===== src/rtl/seg7_pkg.sv =====
// Shared 7-segment definitions: active-low gfedcba codes, reader FSM states, digit-select helpers.
package seg7_pkg;

    localparam int unsigned SEG_W      = 7;
    localparam int unsigned NIBBLE_W   = 4;
    localparam int unsigned MAX_DIGITS = 8;
    localparam int unsigned IDX_W      = 3;

    localparam logic [SEG_W-1:0] SEG_0     = 7'b1000000;
    localparam logic [SEG_W-1:0] SEG_1     = 7'b1111001;
    localparam logic [SEG_W-1:0] SEG_2     = 7'b0100100;
    localparam logic [SEG_W-1:0] SEG_3     = 7'b0110000;
    localparam logic [SEG_W-1:0] SEG_4     = 7'b0011001;
    localparam logic [SEG_W-1:0] SEG_5     = 7'b0010010;
    localparam logic [SEG_W-1:0] SEG_6     = 7'b0000010;
    localparam logic [SEG_W-1:0] SEG_7     = 7'b1111000;
    localparam logic [SEG_W-1:0] SEG_8     = 7'b0000000;
    localparam logic [SEG_W-1:0] SEG_9     = 7'b0010000;
    localparam logic [SEG_W-1:0] SEG_A     = 7'b0001000;
    localparam logic [SEG_W-1:0] SEG_B     = 7'b0000011;
    localparam logic [SEG_W-1:0] SEG_C     = 7'b1000110;
    localparam logic [SEG_W-1:0] SEG_D     = 7'b0100001;
    localparam logic [SEG_W-1:0] SEG_E     = 7'b0000110;
    localparam logic [SEG_W-1:0] SEG_F     = 7'b0001110;
    localparam logic [SEG_W-1:0] SEG_BLANK = 7'b1111111;

    typedef enum logic [1:0] {
        IDLE  = 2'd0,
        COUNT = 2'd1,
        HELD  = 2'd2
    } state_t;

    // True when exactly one select line is active.
    function automatic logic is_onehot(input logic [MAX_DIGITS-1:0] sel);
        int unsigned ones;
        ones = 0;
        for (int unsigned i = 0; i < MAX_DIGITS; i++) begin
            ones = ones + 32'(sel[i]);
        end
        return (ones == 1);
    endfunction

    // Index of the active select line; only meaningful when is_onehot() holds.
    function automatic logic [IDX_W-1:0] onehot_idx(input logic [MAX_DIGITS-1:0] sel);
        logic [IDX_W-1:0] idx;
        idx = '0;
        for (int unsigned i = 0; i < MAX_DIGITS; i++) begin
            if (sel[i]) begin
                idx = IDX_W'(i);
            end
        end
        return idx;
    endfunction

endpackage


===== src/rtl/seg7_pattern_lookup.sv =====
// Reverse lookup of an active-low gfedcba pattern into a hex nibble plus legal/blank flags.
module seg7_pattern_lookup
    import seg7_pkg::*;
(
    input  logic [SEG_W-1:0]    pat,
    output logic                legal_c,
    output logic                blank_c,
    output logic [NIBBLE_W-1:0] nibble_c
);

    always_comb begin
        legal_c  = 1'b1;
        blank_c  = 1'b0;
        nibble_c = '0;
        case (pat)
            SEG_0:     nibble_c = 4'h0;
            SEG_1:     nibble_c = 4'h1;
            SEG_2:     nibble_c = 4'h2;
            SEG_3:     nibble_c = 4'h3;
            SEG_4:     nibble_c = 4'h4;
            SEG_5:     nibble_c = 4'h5;
            SEG_6:     nibble_c = 4'h6;
            SEG_7:     nibble_c = 4'h7;
            SEG_8:     nibble_c = 4'h8;
            SEG_9:     nibble_c = 4'h9;
            SEG_A:     nibble_c = 4'hA;
            SEG_B:     nibble_c = 4'hB;
            SEG_C:     nibble_c = 4'hC;
            SEG_D:     nibble_c = 4'hD;
            SEG_E:     nibble_c = 4'hE;
            SEG_F:     nibble_c = 4'hF;
            SEG_BLANK: begin
                legal_c = 1'b0;
                blank_c = 1'b1;
            end
            default:   legal_c = 1'b0;
        endcase
    end

endmodule


===== src/rtl/seg7_reader.sv =====
// Multiplexed 7-seg bus read-back: debounces each digit's pattern and rebuilds the shown hex value.
// Define SEG7_READER_SYNC_EN to add 2-flop input synchronisers for off-chip sources.
module seg7_reader
    import seg7_pkg::*;
#(
    parameter int unsigned DIGITS        = 4,
    parameter int unsigned STABLE_CYCLES = 3
) (
    input  logic                         CLOCK_50,
    input  logic                         RST,
    input  logic [SEG_W-1:0]             SEG,
    input  logic [DIGITS-1:0]            DIG_SEL,
    input  logic                         CLR_ERR,
    output logic [NIBBLE_W*DIGITS-1:0]   VALUE,
    output logic [DIGITS-1:0]            DIG_VALID,
    output logic                         UPDATE,
    output logic                         ERR,
    output logic [SEG_W-1:0]             BAD_PAT
);

    localparam int unsigned CNT_W = 4;
    localparam logic [CNT_W-1:0] CNT_MAX = CNT_W'(STABLE_CYCLES);

    logic [SEG_W-1:0]  seg_s;
    logic [DIGITS-1:0] sel_s;

`ifdef SEG7_READER_SYNC_EN
    logic [SEG_W-1:0]  seg_m;
    logic [DIGITS-1:0] sel_m;

    always_ff @(posedge CLOCK_50 or posedge RST) begin
        if (RST) begin
            seg_m <= SEG_BLANK;
            seg_s <= SEG_BLANK;
            sel_m <= '0;
            sel_s <= '0;
        end else begin
            seg_m <= SEG;
            seg_s <= seg_m;
            sel_m <= DIG_SEL;
            sel_s <= sel_m;
        end
    end
`else
    assign seg_s = SEG;
    assign sel_s = DIG_SEL;
`endif

    // Current and previous samples of the bus; the FSM compares them each cycle.
    logic [SEG_W-1:0]  smp_seg, prv_seg;
    logic [DIGITS-1:0] smp_sel, prv_sel;

    always_ff @(posedge CLOCK_50 or posedge RST) begin
        if (RST) begin
            smp_seg <= SEG_BLANK;
            prv_seg <= SEG_BLANK;
            smp_sel <= '0;
            prv_sel <= '0;
        end else begin
            smp_seg <= seg_s;
            prv_seg <= smp_seg;
            smp_sel <= sel_s;
            prv_sel <= smp_sel;
        end
    end

    logic             onehot_c;
    logic             same_c;
    logic [IDX_W-1:0] idx_c;

    assign onehot_c = is_onehot(MAX_DIGITS'(smp_sel));
    assign idx_c    = onehot_idx(MAX_DIGITS'(smp_sel));
    assign same_c   = (smp_seg == prv_seg) && (smp_sel == prv_sel);

    state_t           state_q, state_d;
    logic [CNT_W-1:0] cnt_q, cnt_d;
    logic             commit_c;

    always_ff @(posedge CLOCK_50 or posedge RST) begin
        if (RST) begin
            state_q <= IDLE;
            cnt_q   <= '0;
        end else begin
            state_q <= state_d;
            cnt_q   <= cnt_d;
        end
    end

    // A run commits once, on the cycle its count reaches STABLE_CYCLES.
    always_comb begin
        state_d  = state_q;
        cnt_d    = cnt_q;
        commit_c = 1'b0;
        case (state_q)
            IDLE: begin
                if (onehot_c) begin
                    state_d = COUNT;
                    cnt_d   = CNT_W'(1);
                end
            end
            COUNT: begin
                if (!onehot_c) begin
                    state_d = IDLE;
                    cnt_d   = '0;
                end else if (!same_c) begin
                    cnt_d = CNT_W'(1);
                end else begin
                    cnt_d = CNT_W'(cnt_q + CNT_W'(1));
                    if (cnt_d >= CNT_MAX) begin
                        state_d  = HELD;
                        commit_c = 1'b1;
                    end
                end
            end
            HELD: begin
                if (!onehot_c) begin
                    state_d = IDLE;
                    cnt_d   = '0;
                end else if (!same_c) begin
                    state_d = COUNT;
                    cnt_d   = CNT_W'(1);
                end
            end
            default: begin
                state_d = IDLE;
                cnt_d   = '0;
            end
        endcase
    end

    logic                legal_c;
    logic                blank_c;
    logic [NIBBLE_W-1:0] nibble_c;

    seg7_pattern_lookup u_lookup (
        .pat      (smp_seg),
        .legal_c  (legal_c),
        .blank_c  (blank_c),
        .nibble_c (nibble_c)
    );

    logic [DIGITS-1:0][NIBBLE_W-1:0] value_q;
    logic [DIGITS-1:0]               valid_q;
    logic                            update_q;
    logic                            err_q;
    logic [SEG_W-1:0]                bad_q;

    // Only the selected digit is touched; a new illegal commit overrides a same-cycle clear.
    always_ff @(posedge CLOCK_50 or posedge RST) begin
        if (RST) begin
            value_q  <= '0;
            valid_q  <= '0;
            update_q <= 1'b0;
            err_q    <= 1'b0;
            bad_q    <= '0;
        end else begin
            update_q <= 1'b0;
            if (CLR_ERR) begin
                err_q <= 1'b0;
                bad_q <= '0;
            end
            if (commit_c) begin
                if (legal_c) begin
                    update_q <= 1'b1;
                end else if (!blank_c) begin
                    err_q <= 1'b1;
                    bad_q <= smp_seg;
                end
                for (int unsigned i = 0; i < DIGITS; i++) begin
                    if (idx_c == IDX_W'(i)) begin
                        if (legal_c) begin
                            value_q[i] <= nibble_c;
                            valid_q[i] <= 1'b1;
                        end else if (blank_c) begin
                            valid_q[i] <= 1'b0;
                        end
                    end
                end
            end
        end
    end

    assign VALUE     = value_q;
    assign DIG_VALID = valid_q;
    assign UPDATE    = update_q;
    assign ERR       = err_q;
    assign BAD_PAT   = bad_q;

endmodule


===== config.mk =====
export PLATFORM = sky130hd
export DESIGN_NAME = seg7_reader
export DESIGN_NICKNAME = d
export VERILOG_FILES = /design/src/rtl/seg7_pkg.sv /design/src/rtl/seg7_pattern_lookup.sv /design/src/rtl/seg7_reader.sv
export SDC_FILE = /design/constraint.sdc
export NUM_CORES = 1
export LEC_CHECK = 0
export CAP_MARGIN = 20
export CORE_MARGIN = 1.5
export CORE_UTILIZATION = 57
export CTS_CLUSTER_SIZE = 14
export DETAILED_ROUTE_END_ITERATION = 6
export PLACE_DENSITY = 0.92
export SETUP_SLACK_MARGIN = 0.05
export SLEW_MARGIN = 40
export SYNTH_ARGS = -nofsm -noshare
export SYNTH_HDL_FRONTEND = slang
export SYNTH_HIERARCHICAL = 1
export SYNTH_SLANG_ARGS = --single-unit

===== constraint.sdc =====
create_clock -name CLOCK_50 -period 6.8 [get_ports CLOCK_50]
set_input_delay 1.02 -clock CLOCK_50 [delete_from_list [all_inputs] [get_ports CLOCK_50]]
set_output_delay 1.02 -clock CLOCK_50 [all_outputs]
set_load 0.05 [all_outputs]

## Word level (Yosys, flattened, before mapping)

Cells that the tools add are included.

| cells by class | value |
|---|---|
| add/sub/neg operators | 4 |
| $lt $le $gt $ge | 1 |
| eq/ne operators | 28 |
| mux-type cells | 35 |
| reduce and logical (&&, ||, !) cells | 16 |

Operator list:

| operator | number |
|---|---|
| $pmux W4 S15 | 1 |
| $eq A7 B7 Y1 const B | 5 |
| $mux W7 | 4 |
| $reduce_and A3 Y1 | 8 |
| $eq A7 B5 Y1 const B | 3 |
| $eq A7 B6 Y1 const B | 3 |
| $mux W4 | 5 |
| $reduce_or A16 Y1 | 1 |
| $mux W1 | 15 |
| $eq A7 B2 Y1 const B | 2 |
| $eq A7 B4 Y1 const B | 2 |
| $mux W2 | 6 |
| $pmux W4 S3 | 1 |
| $ne A3 B3 Y1 const B | 3 |
| $eq A7 B3 Y1 const B | 1 |
| $eq A7 B7 Y1 | 1 |
| $logic_not A7 Y1 | 1 |
| $eq A3 B2 Y1 const B | 2 |
| $mux W3 | 2 |
| $pmux W2 S3 | 1 |
| $add A3 B1 Y4 | 1 |
| $add A4 B1 Y4 const B | 1 |
| $eq A4 B1 Y1 const B | 1 |
| $eq A4 B4 Y1 | 1 |
| other kinds (13) | 13 |

| storage, ports and cells | value |
|---|---|
| register bits after elaboration | 57 |
| input bits | 14 |
| output and inout bits | 29 |

## Logic depth before layout (Yosys ltp)

| depth | value |
|---|---|
| depth in word-level cells | 7 |
| depth in mapped cells | 10 |
| depth with buffers taken out | 10 |

## By module

Netlist, hierarchy kept.

Modules (own cells, without submodules):

| module | instances | cells an instance | area each (um^2) |
|---|---|---|---|
| seg7_reader | 1 | 186 | 2,422.3 |
| seg7_pattern_lookup | 1 | 56 | 339.1 |

## Worst setup path before layout

Ideal clock, no wire load.

| path | value |
|---|---|
| path kind | register to register |
| from | register smp_sel[1] |
| to | register bad_q[0] (netlist: BAD_PAT[0]) |
| setup time | 0.125 ns |
| arrival time | 3.017 ns |
| slack | 3.659 ns |
| stages on the path, launching flop included | 11 |
| path buffers | 0 |
| period minus slack after synthesis | 3.141 ns |
| cells stage by stage | dfrtp_1 -> inv_1 -> fa_1 -> inv_1 -> ha_1 -> ha_1 -> nor3b_2 -> nand2b_1 -> or3_1 -> nor3_2 -> mux2_2 |

| on the way | value |
|---|---|
| word-level cells in the longest chain between the ends | 7 |

RTL lines:

| element | RTL line | text |
|---|---|---|
| start: declaration | seg7_reader.sv:51 | `logic [DIGITS-1:0] smp_sel, prv_sel;` |
| start signal: assignment | seg7_reader.sv:62 | `smp_sel <= sel_s;` |
| $add A1 B1 Y2 | seg7_pkg.sv:38 | `ones = ones + 32'(sel[i]);` |
| $add A2 B1 Y3 | seg7_pkg.sv:38 |  |
| $add A3 B1 Y4 | seg7_pkg.sv:38 |  |
| $eq A4 B1 Y1 | seg7_pkg.sv:40 | `return (ones == 1);` |
| $mux W1 (*) | seg7_reader.sv:102 | `if (!onehot_c) begin` |
| $mux W1 (*) | seg7_reader.sv:94 | `case (state_q)` |
| $mux W7 (*) | seg7_reader.sv:162 | `if (commit_c) begin` |
| end signal: assignment | seg7_reader.sv:167 | `bad_q <= smp_seg;` |
| end: declaration | seg7_reader.sv:146 | `logic [SEG_W-1:0] bad_q;` |

Every way passes the cells marked *; elsewhere a longest branch is shown, timed or not.
A chain may end at the register's enable or synchronous reset.

## Worst setup path after layout

| path | value |
|---|---|
| from | register smp_sel[1] |
| to | register bad_q[1] (netlist: BAD_PAT[1]) |

The elaborated chain is that of the path after synthesis.

==> impl_metrics.py <==
metrics = {
    "yosys": {
        "synthArstFlopShare": 1.00,
        "ys_warn_count": 6,
        "yosys.area.top_type": "dfrtp_1",
        "ys.flop_type": "dfrtp_1",
        "synth.top_cell.area_share": 0.390,
        "synth_nets": 261,
        "seq_area_frac_synth": 0.523,
        "synthesis.area_mm2": 0.00276,
        "synth_edf_count": 0,
        "synthCells": 242,
        "synth.distinct_cells": 52,
        "synth-seq-cells": 57,
        "ys_top_cells_by_area": "dfrtp_1 (39%), dfstp_2 (13%), mux2_2 (7.7%)",
        "syn_area_per_cell_um2": 11.4,
        "yosysMostFrequentCell": "dfrtp_1",
        "synth_common_cells": "dfrtp_1 (43), mux2_2 (19), dfstp_2 (14), nor2_1 (14), nand3_1 (13)",
    },
    "min_path": {
        "hold_class": "reg2reg",
        "whs_path_depth": 0,
        "hold_start": "smp_seg[4]",
    },
    "cells_and_area": {
        "stdcell_count": 344,
        "n_fill_cell": 313,
        "antenna_cells": 0,
        "post-route-util": 0.720,
        "syn2layout_area_growth_pct": 22.4,
        "drive_gt1_frac": 0.203,
        "fin_nets": 304,
    },
    "global_routing": {
        "grt_first_pass_wirelength_um": 9940,
        "grt_max_degree": 58,
        "grt_util_all_layers": 0.254,
        "antenna_found_initial": 0,
        "overflow": 0,
        "grt_pass1_vias": 2055,
    },
    "worst_setup_path": {
        "crit_path_end_kind": "flop",
        "r2r_setup_slack_ns": 3.12,
        "r2r_cells": 10,
        "timing.rr.start": "smp_sel[1]",
        "worst_setup_path_start_kind": "flop",
        "cp_max_fo": 9,
        "worstPathRequired_ns": 7.02,
        "critPathLaunch": "smp_sel[1]",
        "crit_type": "reg2reg",
        "crit_arrival_ns": 3.90,
    },
    "detailed_routing": {
        "dr.pass1.iters": 5,
        "met2RoutedLength_um": 3020,
        "met3_length_um": 487,
        "drtIter0Drc": 269,
        "highest_layer": "met4",
        "wl_met1_um": 2510,
        "wl_um": 6120,
        "wl_per_cell_um": 17.8,
        "ant_nets": 0,
        "viasPerCell": 6.15,
        "vias": 2116,
        "route.detailed.drc": 0,
    },
    "clock_network": {
        "clkTransAtPathRegs_ns": 0.06,
        "cts_setup_buffers": 0,
        "cts_resized": 0,
        "htreeDepth": 3,
        "cts.path.max_buffers": 2,
        "cts_tree": "yes",
        "insertion_delay_ns": 0.33,
        "cts_sinks": 57,
        "cts_buffers": 9,
        "root_buffer": "clkbuf_8",
        "hold_buffers": 0,
    },
    "floorplanning": {
        "die_height_um": 72.6,
        "rows": 25,
        "die_w_um": 72.6,
        "core_area_mm2": 0.00469,
        "fp.dieArea_mm2": 0.00527,
        "initial_utilization": 0.589,
        "io_pins": 43,
    },
    "place": {
        "place_congestion": 0.866,
        "dp_cells": 328,
        "portBuffers": 42,
        "hpwl_um": 4030,
    },
    "timing": {
        "period_needed_ns": 3.68,
        "holdWs_ns": 0.455,
        "setup_violations": 0,
        "fmax_mhz": 272,
        "rsz0062_at_grt": "no",
        "fin_worst_skew_ns": 0.00686,
        "slew_headroom": 0.508,
        "fin_setup_tns_ns": 0,
        "fin_crit_sh": 0.541,
        "hold_viol_final": 0,
        "maxSlewViolCount": 0,
        "tightest_slew_ns": 0.727,
    },
    "pwr": {
        "leakage_nw": 1.51,
        "pwr-share-comb": 0.087,
        "powerDensity_mw_per_mm2": 212,
        "p_switching_mw": 0.184,
        "p_total_mw": 0.716,
        "pwr-share-clk": 0.391,
        "swShare": 0.257,
        "seqPwrFrac": 0.522,
        "vdd_drop_max_mv": 0.160,
        "intPower_mw": 0.532,
    },
    "job": {
        "drv_cap": 0,
    },
    "outcome": {
        "status": "complete, no violations",
    },
}
-- final timing paths --
kind / end
setup / recovery: BAD_PAT[1]
hold / removal: prv_seg[4]
setup reg to reg: BAD_PAT[1]
hold reg to reg: prv_seg[4]
max in group asynchronous: VALUE[5]
min in group asynchronous: BAD_PAT[3]
-- flip-flops by register name, summed over array words and instances, names as in the netlist --
register,flops
BAD_PAT,7
VALUE,16
ERR,1
prv_seg,7
DIG_VALID,4
cnt_q,4
prv_sel,4
state_q,2
smp_sel,4
smp_seg,7
UPDATE,1
-- critical path, cell delays in order, from the launching register on --
cell	delay, ns
dfrtp_1	0.43
inv_1	0.13
fa_1	0.53
inv_1	0.04
ha_1	0.17
ha_1	0.31
nor3b_2	0.48
nand2b_1	0.21
or3_1	0.36
nor3_2	0.49
mux2_2	0.41
-- power groups by stage --
stage,sequential (mW),clock (mW),combinational (mW)
finish,0.374,0.280,0.0624
global route,0.375,0.298,0.0698
CTS,0.373,0.284,0.0617
detailed placement,0.378,0,0.0607
global placement,0.377,0,0.0589
floorplan,0.368,0,0.0491
-- per-layer routing --
metal / GRT usage / vias to the layer above
met3: 0.0718 / 16
met2: 0.400 / 126
met1: 0.325 / 1008
li1: - / 966
met5: 0 / -
met4: 0.119 / 0
-- metrics by stage --
stage	cell area (µm²)	setup slack (ns)
after detailed placement	3200	3.22
final	3380	3.12
after global placement	3200	3.38
after floorplan	2760	3.66
after global routing	3380	2.94
after CTS	3370	3.14
-- area by class of cell --
type	instances	area, µm²	share of cell area
Sequential cell	57	1440	0.427
Multi-Input combinational cell	164	1230	0.364
Timing Repair Buffer	43	428	0.127
Clock buffer	13	159	0.0470
Tap cell	54	67.6	0.0200
Inverter	10	37.5	0.0111
Clock inverter	3	15.0	0.00444
-- kinds of logic after synthesis --
family,Yosys count,synth area share
AO/OA/AOI/OAI,32,0.0884
XOR/XNOR,11,0.0349
adder cells (fa/ha/maj),5,0.0254
buffers and inverters,21,0.0344
flip-flops,57,0.523
multiplexers,23,0.0992
AND/OR/NAND/NOR,93,0.195
-- cell usage in the layout (no fill, tap or decap), types with 2 or more instances in the layout --
| master | instances |
|---|---|
| clkinv_2 | 3 |
| a22oi_1 | 2 |
| inv_1 | 9 |
| and3_1 | 4 |
| a21oi_1 | 3 |
| o41ai_1 | 4 |
| o31ai_1 | 2 |
| clkbuf_1 | 2 |
| nand2b_1 | 3 |
| o21ai_0 | 3 |
| dfrtp_1 | 43 |
| dfstp_2 | 14 |
| xnor2_1 | 11 |
| o311ai_1 | 2 |
| clkdlybuf4s50_1 | 42 |
| nand4_1 | 8 |
| ha_1 | 4 |
| clkbuf_8 | 11 |
| nor3_1 | 6 |
| nand3b_1 | 4 |
| nand2_1 | 12 |
| nor2b_1 | 11 |
| nand3_1 | 13 |
| a31oi_1 | 3 |
| nor2_1 | 14 |
| or3_1 | 5 |
| mux2_4 | 4 |
| mux2_2 | 19 |
| a21o_1 | 2 |
| nor4_1 | 2 |
No activity file was read; power rests on OpenSTA's default activity.
